### src/rtl/imm_encoder.sv
// Streaming RISC-V immediate encoder: scatters a 32-bit immediate into the
// I/S/B/J/U fields of an instruction template and flags unrepresentable values.
module imm_encoder #(
    parameter int WIDTH = 32,
    parameter int CNT_W = 16
) (
    input  logic             clk,
    input  logic             rst_n,
    input  logic             in_valid,
    output logic             in_ready,
    input  logic [2:0]       in_immsrc,
    input  logic [WIDTH-1:0] in_imm,
    input  logic [WIDTH-1:0] in_base,
    output logic             out_valid,
    input  logic             out_ready,
    output logic [WIDTH-1:0] out_instr,
    output logic             out_err,
    output logic [CNT_W-1:0] err_count,
    input  logic             clr_count
);

    localparam logic [2:0] FMT_I = 3'b000;
    localparam logic [2:0] FMT_S = 3'b001;
    localparam logic [2:0] FMT_B = 3'b010;
    localparam logic [2:0] FMT_J = 3'b011;
    localparam logic [2:0] FMT_U = 3'b100;

    logic             s1_valid_q, s1_valid_d;
    logic [2:0]       s1_immsrc_q, s1_immsrc_d;
    logic [WIDTH-1:0] s1_imm_q, s1_imm_d;
    logic [WIDTH-1:0] s1_base_q, s1_base_d;
    logic             s2_valid_q, s2_valid_d;
    logic [WIDTH-1:0] s2_instr_q, s2_instr_d;
    logic             s2_err_q, s2_err_d;
    logic [CNT_W-1:0] cnt_q, cnt_d;

    logic             s1_adv;
    logic             s2_adv;
    logic [WIDTH-1:0] enc_instr;
    logic             enc_err;

    // Handshake: a transfer happens on a rising edge where valid & ready are both
    // high. The producer holds valid and its payload until that edge; ready may
    // depend combinationally on the downstream ready, never on valid.
    assign s2_adv   = !s2_valid_q || out_ready;
    assign s1_adv   = !s1_valid_q || s2_adv;
    assign in_ready = s1_adv;

    // Field scatter and range check for the item sitting in S1.
    always_comb begin
        enc_instr = s1_base_q;
        enc_err   = 1'b0;
        case (s1_immsrc_q)
            FMT_I: begin
                enc_instr[31:20] = s1_imm_q[11:0];
                enc_err          = s1_imm_q[31:11] != {21{s1_imm_q[11]}};
            end
            FMT_S: begin
                enc_instr[31:25] = s1_imm_q[11:5];
                enc_instr[11:7]  = s1_imm_q[4:0];
                enc_err          = s1_imm_q[31:11] != {21{s1_imm_q[11]}};
            end
            FMT_B: begin
                enc_instr[31]    = s1_imm_q[12];
                enc_instr[7]     = s1_imm_q[11];
                enc_instr[30:25] = s1_imm_q[10:5];
                enc_instr[11:8]  = s1_imm_q[4:1];
                enc_err          = (s1_imm_q[31:12] != {20{s1_imm_q[12]}}) || s1_imm_q[0];
            end
            FMT_J: begin
                enc_instr[31]    = s1_imm_q[20];
                enc_instr[19:12] = s1_imm_q[19:12];
                enc_instr[20]    = s1_imm_q[11];
                enc_instr[30:21] = s1_imm_q[10:1];
                enc_err          = (s1_imm_q[31:20] != {12{s1_imm_q[20]}}) || s1_imm_q[0];
            end
            FMT_U: begin
                enc_instr[31:12] = s1_imm_q[31:12];
                enc_err          = s1_imm_q[11:0] != 12'h000;
            end
            default: begin
                enc_err = 1'b1;
            end
        endcase
    end

    // Payload registers only load when a valid item moves in, so held outputs stay stable.
    always_comb begin
        s1_valid_d  = s1_valid_q;
        s1_immsrc_d = s1_immsrc_q;
        s1_imm_d    = s1_imm_q;
        s1_base_d   = s1_base_q;
        s2_valid_d  = s2_valid_q;
        s2_instr_d  = s2_instr_q;
        s2_err_d    = s2_err_q;
        if (s1_adv) begin
            s1_valid_d = in_valid;
            if (in_valid) begin
                s1_immsrc_d = in_immsrc;
                s1_imm_d    = in_imm;
                s1_base_d   = in_base;
            end
        end
        if (s2_adv) begin
            s2_valid_d = s1_valid_q;
            if (s1_valid_q) begin
                s2_instr_d = enc_instr;
                s2_err_d   = enc_err;
            end
        end
    end

    // Clear takes priority over a same-cycle errored delivery.
    always_comb begin
        cnt_d = cnt_q;
        if (clr_count) begin
            cnt_d = '0;
        end else if (s2_valid_q && out_ready && s2_err_q && !(&cnt_q)) begin
            cnt_d = cnt_q + {{(CNT_W-1){1'b0}}, 1'b1};
        end
    end

    always_ff @(posedge clk or negedge rst_n) begin
        if (!rst_n) begin
            s1_valid_q  <= 1'b0;
            s1_immsrc_q <= '0;
            s1_imm_q    <= '0;
            s1_base_q   <= '0;
            s2_valid_q  <= 1'b0;
            s2_instr_q  <= '0;
            s2_err_q    <= 1'b0;
            cnt_q       <= '0;
        end else begin
            s1_valid_q  <= s1_valid_d;
            s1_immsrc_q <= s1_immsrc_d;
            s1_imm_q    <= s1_imm_d;
            s1_base_q   <= s1_base_d;
            s2_valid_q  <= s2_valid_d;
            s2_instr_q  <= s2_instr_d;
            s2_err_q    <= s2_err_d;
            cnt_q       <= cnt_d;
        end
    end

    assign out_valid = s2_valid_q;
    assign out_instr = s2_instr_q;
    assign out_err   = s2_err_q;
    assign err_count = cnt_q;

endmodule
### config.mk
export PLATFORM = sky130hd
export DESIGN_NAME = imm_encoder
export DESIGN_NICKNAME = d
export VERILOG_FILES = /design/src/rtl/imm_encoder.sv
export SDC_FILE = /design/constraint.sdc
export NUM_CORES = 1
export LEC_CHECK = 0
export ABC_AREA = 1
export CAP_MARGIN = 0
export CORE_MARGIN = 2
export CORE_UTILIZATION = 54
export CTS_CLUSTER_DIAMETER = 80
export DETAILED_ROUTE_END_ITERATION = 6
export GPL_TIMING_DRIVEN = 0
export PLACE_DENSITY_LB_ADDON = 0.3
export SLEW_MARGIN = 30
export SYNTH_ARGS = -nofsm -noshare
export SYNTH_HDL_FRONTEND = slang
export SYNTH_SLANG_ARGS = --single-unit
### constraint.sdc
create_clock -name clk -period 4.44 [get_ports clk]
set_input_delay 0.666 -clock clk [delete_from_list [all_inputs] [get_ports clk]]
set_output_delay 0.666 -clock clk [all_outputs]
set_load 0.02 [all_outputs]
==> flow_summary.ini <==
[status]
outcome = completed

[finish]
area_delta_synth_final_pct = 37.2
finalNetCount = 829
diodes = 0
drive_gt1_frac = 0.126

[placement]
dp_slack_ns = 1.85
numPortBuffers = 122
dp_hpwl_um = 10700
gp_congestion = 0.910

[synthesis]
syn_area_sq_um = 5390
synth_ff_type = dfrtp_1
synth.largest_area_cell = dfrtp_1
synthDistinctLibCells = 32
synth_nets = 687
synth.most_common_cell = dfrtp_1
avgSynthCellArea_sq_um = 8.78
synth_edf_count = 0
yosysWarnings = 0
synth_top_area_share = 0.548
ys_seq_elements = 118
synth_common_cells = dfrtp_1, nand2_1, nor2_1, a21oi_1, inv_1
synthTopCellsByArea = dfrtp_1, nand2_1, a21oi_1, nor2_1, mux2_2
syn-instance-count = 614
async_flop_share = 1.00
ys_seq_area_frac = 0.548

[cts]
cts_made_buffers = 17
cts_root_buffer = clkbuf_8
path_clk_slew_ns = 0.05
clkSinkCount = 118
cts_resized = 0
postCtsSetupBuffers = 0
clock_path_buffers = 2
cts_hold_buf = 0
cts_tree = yes
htreeDepth = 4
insertion_delay_ns = 0.52

[pwr]
finalPower_mw = 3.78
p_clk_frac = 0.359
p_leak_nw = 3.31
swShare = 0.309
ir_drop_mv = 0.244
p_seq_frac = 0.378
pwr-share-comb = 0.263
power.density_nw_per_um2 = 511
intPower_mw = 2.61
switching_power_mw = 1.17

[drt]
drc = 0
avgRoutedWirePerCell_um = 16.6
drtAntennaViolNets = 0
drtIter0Drc = 351
dr_total_vias = 5019
wirelength_um = 15000
first_pass_iters = 6
vias_per_cell = 5.57

[timing]
fin_crit_sh = 0.583
finalHoldViolCount = 0
drv_slew = 0
finalSetupViolCount = 0
relSlewSlack = 0.674
skew_ns = 0.00767
rsz0062_at_grt = false
setup_tns_ns = 0
worst_slack_ns = 1.85
fin_crit_ns = 2.59
fmax_mhz = 386
worst_slew_pin_slew_ns = 0.489

[worst_setup_path]
r2r_setup_slack_ns = 2.69
crit_fanout = 3
cp-end-kind = output port
cp_slowest_cell = clkdlybuf4s50_1
critPathKind = input port to output port
arrival_ns = 1.92
rr_worst_depth = 10
r2r-end = err_count[10]
crit_path_cell_trace = clkdlybuf4s50_1 -> inv_1 -> nand3_1 -> clkdlybuf4s50_1
slowest_delay_ns = 0.62
cp.required_ns = 3.77
r2r_start = err_count[0]
cp_common_cell = clkdlybuf4s50_1
crit_buf_inv = 3
crit_family = buffers and inverters
cp-start-kind = input port

[worst_hold_path]
hold_path_class = input port to asynchronous set/reset pin

[floorplanning]
fp.dieW_um = 104
die_area_sq_um = 10800
initial_core_util = 0.554
core_sq_um = 9730
die-height_um = 104
ios = 123
rows = 36

[global_routing]
grt_pass1_vias = 4965
grt_pass1_wl_um = 24500
antenna_found_initial = 0
grt_max_degree = 72
grt-ovfl-total = 0
grt.total_usage = 0.288

[job]
drv_cap = 0
placed cells by master (no fill, tap or decap), types with 6 or more instances in the layout:
cell,instances
clkdlybuf4s50_1,121
clkbuf_1,7
nand4_1,7
nand2_2,6
mux2_2,27
nand2_1,102
dfrtp_1,118
o21ai_0,24
buf_2,11
inv_2,8
a21oi_1,68
nor3_1,7
nor2_1,84
nand3_1,20
o21ai_1,34
o22ai_1,12
clkbuf_16,16
inv_1,53
through the flow:
step	hold WS, ns	utilization	cells	instance area [sq um]
6_report	0.0443	0.761	901	7400
5_1_grt	0.0665	0.761	901	7400
4_1_cts	0.0650	0.761	901	7400
3_5_place_dp	0.478	0.700	870	6810
3_3_place_gp	0.465	0.697	869	6780
2_1_floorplan	0.370	-	614	5390
metal layers:
layer	vias up	track usage	share of wire
li1	2320	-	-
met1	2405	0.376	0.40
met2	256	0.465	0.49
met3	38	0.0764	0.086
met4	0	0.104	0.022
met5	-	0	0
final cells by class:
type	count	area [sq um]
plain buffers	21	96.3
clock buffers	22	463
clock inverters	9	125
fillers	675	2330
inverters	62	235
multi-input cells	413	2110
flip-flops and latches	118	2950
well taps	133	166
repair buffers	123	1250
power groups by stage:
| stage | logic, mW | registers [mW] | clock network (mW) |
|---|---|---|---|
| global placement | 0.956 | 1.43 | 0 |
| CTS | 0.997 | 1.43 | 1.36 |
| global route | 1.08 | 1.45 | 1.42 |
| floorplan | 0.393 | 1.55 | 0 |
| finish | 0.995 | 1.43 | 1.36 |
| detailed placement | 0.985 | 1.44 | 0 |
how the worst max path moves through the flow:
stage              start            end  slack, ns  cells past startpoint
2_1_floorplan  out_ready  s1_base_q[10]       2.57                      5
3_3_place_gp       rst_n   s1_imm_q[25]      -1.63                      1
3_5_place_dp   out_ready       in_ready       1.85                      4
4_1_cts        out_ready       in_ready       1.85                      4
5_1_grt        out_ready       in_ready       1.81                      4
6_report       out_ready       in_ready       1.85                      4
sequential cells by signal (all words and copies together), names as in the netlist:
register / flops
s1_base_q: 32
out_valid: 1
s1_imm_q: 32
s1_valid_q: 1
out_err: 1
s1_immsrc_q: 3
err_count: 16
out_instr: 32
cell families after synthesis:
logic type	after synthesis	synth area share
simple gates	239	0.190
compound gates	146	0.142
flops	118	0.548
buf+inv	83	0.0615
mux	27	0.0564
fa+ha+maj	1	0.00232
No activity file was read; power rests on OpenSTA's default activity.
